[src/rtl/song_player_pkg.sv]
// rtl/song_player_pkg.sv - opcodes, FSM states and END detection for song_player
package song_player_pkg;

    localparam logic [1:0] OP_NOTE  = 2'b00;
    localparam logic [1:0] OP_LIGHT = 2'b01;
    localparam logic [1:0] OP_JUMP  = 2'b10;
    localparam logic [1:0] OP_NOP   = 2'b11;

    localparam logic [1:0] S_IDLE   = 2'd0;
    localparam logic [1:0] S_FETCH  = 2'd1;
    localparam logic [1:0] S_DECODE = 2'd2;
    localparam logic [1:0] S_ISSUE  = 2'd3;

    typedef enum logic [1:0] {
        IDLE   = S_IDLE,
        FETCH  = S_FETCH,
        DECODE = S_DECODE,
        ISSUE  = S_ISSUE
    } state_t;

    // END is the all-ones word over the low 'width' bits of a zero-extended command.
    function automatic logic is_end(input logic [31:0] cmd, input int width);
        logic all_ones;
        all_ones = 1'b1;
        for (int i = 0; i < 32; i++) begin
            if (i < width && !cmd[i]) all_ones = 1'b0;
        end
        return all_ones;
    endfunction

endpackage

[src/rtl/song_player_btn_sync.sv]
// rtl/song_player_btn_sync.sv - two-flop synchroniser, resets to released (all ones)
module btn_sync #(
    parameter int W = 1
) (
    input  logic         CLK,
    input  logic         RST_N,
    input  logic [W-1:0] d,
    output logic [W-1:0] q
);

    logic [W-1:0] meta;

    always_ff @(posedge CLK or negedge RST_N) begin
        if (!RST_N) begin
            meta <= '1;
            q    <= '1;
        end else begin
            meta <= d;
            q    <= meta;
        end
    end

endmodule

[src/rtl/song_player.sv]
// rtl/song_player.sv - song ROM walker dispatching NOTE commands over valid/ready
module song_player
    import song_player_pkg::*;
#(
    parameter int ADDR_W   = 8,
    parameter int CMD_W    = 12,
    parameter int N_SONGS  = 2,
    parameter int N_LIGHTS = 4,
    parameter logic [N_SONGS*ADDR_W-1:0] SONG_BASE = '0,
    localparam int IDX_W = (N_SONGS > 1) ? $clog2(N_SONGS) : 1
) (
    input  logic                CLK,
    input  logic                RST_N,
    input  logic [N_SONGS-1:0]  btn_n,
    input  logic                stop_n,
    input  logic                pause,
    input  logic                loop_en,
    output logic [ADDR_W-1:0]   rom_addr,
    input  logic [CMD_W-1:0]    rom_cmd,
    output logic [CMD_W-1:0]    seq_cmd,
    output logic                seq_valid,
    input  logic                seq_ready,
    output logic                playing,
    output logic [IDX_W-1:0]    song_idx,
    output logic [N_LIGHTS-1:0] lights_n
);

    localparam int LW = $clog2(N_LIGHTS);

    state_t             state;
    logic [N_SONGS:0]   sync;
    logic [N_SONGS-1:0] btn_s;
    logic               abort;
    logic               start;
    logic [IDX_W-1:0]   start_idx;
    logic [ADDR_W-1:0]  start_base;
    logic [ADDR_W-1:0]  loop_base;
    logic [1:0]         opcode;
    logic               cmd_end;
    logic [N_LIGHTS-1:0] light_pattern;

    btn_sync #(.W(N_SONGS + 1)) u_sync (
        .CLK   (CLK),
        .RST_N (RST_N),
        .d     ({stop_n, btn_n}),
        .q     (sync)
    );

    assign abort = ~sync[N_SONGS];
    assign btn_s = sync[N_SONGS-1:0];

    // Scan downwards so the lowest pressed index is the one left standing.
    always_comb begin
        start     = 1'b0;
        start_idx = '0;
        for (int i = N_SONGS - 1; i >= 0; i--) begin
            if (!btn_s[i]) begin
                start     = 1'b1;
                start_idx = IDX_W'(i);
            end
        end
    end

    assign start_base    = SONG_BASE[int'(start_idx)*ADDR_W +: ADDR_W];
    assign loop_base     = SONG_BASE[int'(song_idx)*ADDR_W +: ADDR_W];
    assign opcode        = rom_cmd[CMD_W-1 -: 2];
    assign cmd_end       = is_end(32'(rom_cmd), CMD_W);
    assign light_pattern = ~(N_LIGHTS'(1) << rom_cmd[LW-1:0]);

    always_ff @(posedge CLK or negedge RST_N) begin
        if (!RST_N) begin
            state     <= IDLE;
            rom_addr  <= '0;
            seq_cmd   <= '0;
            seq_valid <= 1'b0;
            playing   <= 1'b0;
            song_idx  <= '0;
            lights_n  <= '1;
        end else if (abort) begin
            state     <= IDLE;
            seq_valid <= 1'b0;
            playing   <= 1'b0;
            lights_n  <= '1;
        end else begin
            case (state)
                IDLE: begin
                    if (start) begin
                        rom_addr <= start_base;
                        song_idx <= start_idx;
                        playing  <= 1'b1;
                        state    <= FETCH;
                    end
                end
                FETCH: begin
                    if (!pause) state <= DECODE;
                end
                DECODE: begin
                    if (cmd_end) begin
                        if (loop_en) begin
                            rom_addr <= loop_base;
                            state    <= FETCH;
                        end else begin
                            playing  <= 1'b0;
                            lights_n <= '1;
                            state    <= IDLE;
                        end
                    end else begin
                        case (opcode)
                            OP_NOTE: begin
                                seq_cmd   <= rom_cmd;
                                seq_valid <= 1'b1;
                                lights_n  <= '1;
                                state     <= ISSUE;
                            end
                            OP_LIGHT: begin
                                lights_n <= light_pattern;
                                rom_addr <= rom_addr + ADDR_W'(1);
                                state    <= FETCH;
                            end
                            OP_JUMP: begin
                                rom_addr <= rom_cmd[ADDR_W-1:0];
                                state    <= FETCH;
                            end
                            default: begin
                                rom_addr <= rom_addr + ADDR_W'(1);
                                state    <= FETCH;
                            end
                        endcase
                    end
                end
                ISSUE: begin
                    if (seq_ready) begin
                        seq_valid <= 1'b0;
                        rom_addr  <= rom_addr + ADDR_W'(1);
                        state     <= FETCH;
                    end
                end
                default: state <= IDLE;
            endcase
        end
    end

endmodule

[config.mk]
export PLATFORM = sky130hd
export DESIGN_NAME = song_player
export DESIGN_NICKNAME = d
export VERILOG_FILES = /design/src/rtl/song_player_pkg.sv /design/src/rtl/song_player_btn_sync.sv /design/src/rtl/song_player.sv
export SDC_FILE = /design/constraint.sdc
export NUM_CORES = 1
export LEC_CHECK = 0
export CAP_MARGIN = 20
export CORE_UTILIZATION = 52
export CTS_CLUSTER_DIAMETER = 80
export DETAILED_ROUTE_END_ITERATION = 10
export PLACE_DENSITY_LB_ADDON = 0.1
export SETUP_SLACK_MARGIN = 0.5
export SLEW_MARGIN = 20
export SYNTH_ARGS = -nofsm -noshare
export SYNTH_HDL_FRONTEND = slang
export SYNTH_HIERARCHICAL = 1
export SYNTH_SLANG_ARGS = --single-unit
[constraint.sdc]
create_clock -name CLK -period 4.3 [get_ports CLK]
set_input_delay 0.86 -clock CLK [delete_from_list [all_inputs] [get_ports CLK]]
set_output_delay 0.86 -clock CLK [all_outputs]
set_load 0.03 [all_outputs]
==> metrics.log <==
[metrics] DRC Markers: 0
[metrics] register-to-register path setup slack: 1.83 ns
[metrics] Cell Count, Final, Fillers Out: 261
[metrics] final total power: 988 uW
[metrics] chip height: 61.2 um
[metrics] pin count of the biggest net entering global routing: 36
[metrics] number of warning messages in the yosys log: 6
[metrics] Die W: 61.2 um
[metrics] slew at the pin closest to its max-slew limit: 0.538 ns
[metrics] Area growth, synth to finish: 31.1%
[metrics] Synth Instances: 165
[metrics] Startpoint Class: input port
[metrics] status: completed
[metrics] worst-case hold slack: 0.361 ns
[metrics] hold violation total from the final report: 0
[metrics] Post-Route WL: 4.03 mm
[metrics] worst endpoint required time: 4.54 ns
[metrics] number of placed cells counting well taps: 253
[metrics] Total Neg Setup Slack: 0 ns
[metrics] max_cap viols: 0
[metrics] CP endpoint: rom_addr[2]
[metrics] clock latency at the later pin of the worst-skew pair: approximately 0.34 ns
[metrics] data arrival time of the critical path: 2.88 ns
[metrics] origin of the worst setup path: rom_cmd[10]
[metrics] final setup fails: 0
[metrics] GRT Total Usage: 0.248
[metrics] library cell contributing the largest single delay on the critical path: sky130_fd_sc_hd__clkdlybuf4s50_1
[metrics] Reg-to-Reg Start: state[0]
[metrics] ratio of total power to cell area: 414 mW/mm^2
[metrics] routed wire length per instance: about 15 um
[metrics] start-to-end type of the worst setup path: in2reg
[metrics] number of buffers inserted for hold repair after clock tree synthesis: 0
[metrics] CTS Root Cell: sky130_fd_sc_hd__clkbuf_4
[metrics] cell area after layout: 0.00238 mm^2
[metrics] slew margin rel.: 0.641
[metrics] sequential fraction of the synthesis area: 0.488
[metrics] share of the synthesized area in the top cell type: 0.344
[metrics] Post-Synthesis Cell Area: ~0.0018 mm^2
[metrics] longest individual stage delay on the worst path: ~0.65 ns
[metrics] clock-pin slew reported for the worst setup and hold paths after clock tree synthesis: 0.11 ns
[metrics] total clock sinks: 35
[metrics] highest net fanout along the worst path: 8
[metrics] PostCTS Resize Cnt: 0
[metrics] Synth area leader: sky130_fd_sc_hd__dfrtp_1
[metrics] max frequency: between 300 and 400 MHz
[metrics] drt initial violations: between 100 and 150
[metrics] post-CTS setup buffer count: 0
[metrics] Final period util: 0.613
[metrics] number of nets in the finished design: 240
[metrics] share of cells above drive strength 1: 0.172
[metrics] half-perimeter wire length after detailed placement: 2.93 mm
[metrics] Stages on worst setup path: 6
[metrics] most area-consuming cells after synthesis: sky130_fd_sc_hd__dfrtp_1 34%, sky130_fd_sc_hd__dfstp_2 14%, sky130_fd_sc_hd__mux2_2 6.2%
[metrics] Max Root-Sink Buffers: 2
[metrics] global placement routability congestion: 0.889
[metrics] mean cell area of the mapped netlist: 11.0 um^2
[metrics] antenna violations before repair: 0
[metrics] number of antenna-violating nets in the routed design: 0
[metrics] CTS tree: done
[metrics] Antenna Diode Count: 0
[metrics] fin. max-slew vios: 0
[metrics] predominant post-synthesis flop cell: sky130_fd_sc_hd__dfrtp_1
[metrics] placement row count: 21
[metrics] core area: 0.00334 mm^2
[metrics] post-synthesis cell type count: 50
[metrics] number of buffers added by the clock tree synthesis step: 5
[metrics] Starting Density: 0.545
[metrics] Ports: 47
[metrics] Overflow after GRT: 0
[metrics] Buf/Inv on CP: 1
[metrics] largest delay contributor family on the critical path: compound AO/OA/AOI/OAI gates
[metrics] path category of the worst min-delay check: reg2reg
[metrics] total die area: 0.00374 mm^2
[metrics] first-pass GRT wire length: 6.64 mm
[metrics] Via density: between 5 and 6
[metrics] worst reg2reg endpoint: rom_addr[2]
[metrics] CP Capture Type: flop
[metrics] post-synthesis register bit count: 35
[metrics] number of cells on the worst reg-to-reg path: 7
[metrics] fillers: 257
[metrics] Synth async-reset ratio: 1.00
[metrics] post-synth net total: approximately 190
[metrics] number of global-route vias before repair: between 1k and 1.5k
[metrics] total placed instance area: about 0.0023 mm^2
[metrics] setup repair after global routing missed its margin: false
[metrics] 1st-pass router iterations: 4
[metrics] IO Port Bufs: 46
[metrics] IR drop worst, VDD: 0.247 mV
[metrics] Post-synth EDFFs: 0
[metrics] final critical delay including setup and external delays: 2.64 ns
[metrics] final clock skew: between 0.015 and 0.02 ns
[metrics] vias post-DR: 1511
[metrics] LEAKAGE: around 1.0 nW
[metrics] CP cell instances: clkdlybuf4s50_1 > nor3b_4 > a2111oi_4 > nor2b_1 > o21ai_1 > a211o_1
[metrics] H-tree depth reported by CTS: 2
==> registers in the layout (all words and copies together), names as in the netlist <==
signal,count
u_sync/q,3
playing,1
seq_valid,1
lights_n,4
song_idx,1
u_sync/meta,3
state,2
rom_addr,8
seq_cmd,12
==> cells in the mapped netlist, types with 2 or more instances <==
library cell and n:
sky130_fd_sc_hd__dfrtp_1 25, sky130_fd_sc_hd__inv_1 13, sky130_fd_sc_hd__dfstp_2 10, sky130_fd_sc_hd__mux2_2 10, sky130_fd_sc_hd__o21ai_0 10, sky130_fd_sc_hd__a31oi_1 7
sky130_fd_sc_hd__nand2_1 7, sky130_fd_sc_hd__nor2_1 7, sky130_fd_sc_hd__a21oi_1 6, sky130_fd_sc_hd__ha_1 6, sky130_fd_sc_hd__nand3_1 6, sky130_fd_sc_hd__and3_1 4
sky130_fd_sc_hd__nor2b_1 4, sky130_fd_sc_hd__a221oi_1 3, sky130_fd_sc_hd__and3b_1 3, sky130_fd_sc_hd__nand4_1 3, sky130_fd_sc_hd__buf_2 2, sky130_fd_sc_hd__clkbuf_1 2
sky130_fd_sc_hd__nor3_1 2, sky130_fd_sc_hd__nor3b_1 2, sky130_fd_sc_hd__nor4b_1 2, sky130_fd_sc_hd__o2bb2ai_1 2, sky130_fd_sc_hd__o31ai_1 2
==> cells by family (layout without fill, tap and decap cells) <==
family                   Yosys count  count (layout)  share of synthesized area
AO/OA/AOI/OAI                     44              44                      0.183
adder cells (fa/ha/maj)            6               6                     0.0413
buffers and inverters             18              68                     0.0426
flip-flops                        35              35                      0.488
multiplexers                      10              10                     0.0619
AND/OR/NAND/NOR                   52              52                      0.183
==> cell usage in the layout, fill, tap and decap left out, types with 2 or more instances in the layout <==
cell                               n
sky130_fd_sc_hd__a21oi_1           6
sky130_fd_sc_hd__a31oi_1           7
sky130_fd_sc_hd__o21ai_0          10
sky130_fd_sc_hd__clkbuf_8          2
sky130_fd_sc_hd__nand3_1           6
sky130_fd_sc_hd__nand4_1           3
sky130_fd_sc_hd__nor2_1            7
sky130_fd_sc_hd__nor3b_1           2
sky130_fd_sc_hd__a221oi_1          3
sky130_fd_sc_hd__dfstp_2          10
sky130_fd_sc_hd__clkdlybuf4s50_1  46
sky130_fd_sc_hd__nor4b_1           2
sky130_fd_sc_hd__mux2_2           10
sky130_fd_sc_hd__o2bb2ai_1         2
sky130_fd_sc_hd__nor3_1            2
sky130_fd_sc_hd__clkbuf_4          5
sky130_fd_sc_hd__inv_1            13
sky130_fd_sc_hd__nand2_1           7
sky130_fd_sc_hd__o31ai_1           2
sky130_fd_sc_hd__and3b_1           3
sky130_fd_sc_hd__ha_1              6
sky130_fd_sc_hd__dfrtp_1          25
sky130_fd_sc_hd__nor2b_1           4
sky130_fd_sc_hd__and3_1            4
==> final cells by class <==
cell class	count	area (um^2)	area share
tap	46	57.6	0.0241
inverter	13	48.8	0.0205
multi-input combinational	112	853	0.358
timing repair buffer	47	468	0.196
clock buffer	8	68.8	0.0289
sequential	35	888	0.373
==> per-stage QoR <==
step | setup slack, ns | utilization
after detailed placement | 1.32 | 0.694
after CTS | 1.69 | 0.715
after global placement | 1.38 | 0.694
after global routing | 1.57 | 0.715
final | 1.66 | 0.715
after floorplan | 2.15 | -
==> routing by layer <==
| metal | global-route usage | part of all wire |
|---|---|---|
| met1 | 0.343 | 0.45 |
| met2 | 0.366 | 0.47 |
| met3 | 0.0693 | 0.066 |
| met4 | 0.107 | 0.022 |
| met5 | 0 | 0 |
==> worst min-delay path by stage <==
stage | start | to | slack [ns] | depth (start not counted)
after CTS | u_sync/meta[2] | u_sync/q[2] | 0.36 | 0
after global routing | u_sync/meta[2] | u_sync/q[2] | 0.37 | 0
after global placement | u_sync/meta[0] | u_sync/q[0] | 0.35 | 0
after detailed placement | u_sync/meta[2] | u_sync/q[2] | 0.35 | 0
final | u_sync/meta[2] | u_sync/q[2] | 0.36 | 0
after floorplan | u_sync/meta[0] | u_sync/q[0] | 0.35 | 0
==> power by group <==
part,internal (mW),switching (mW),total [mW],leakage (nW)
Sequential,0.383,0.0405,0.423,0.441
Combinational,0.162,0.198,0.360,0.539
Clock,0.0962,0.108,0.205,0.0386
Total,0.641,0.347,0.988,1.02
No activity file was read; power rests on OpenSTA's default activity.
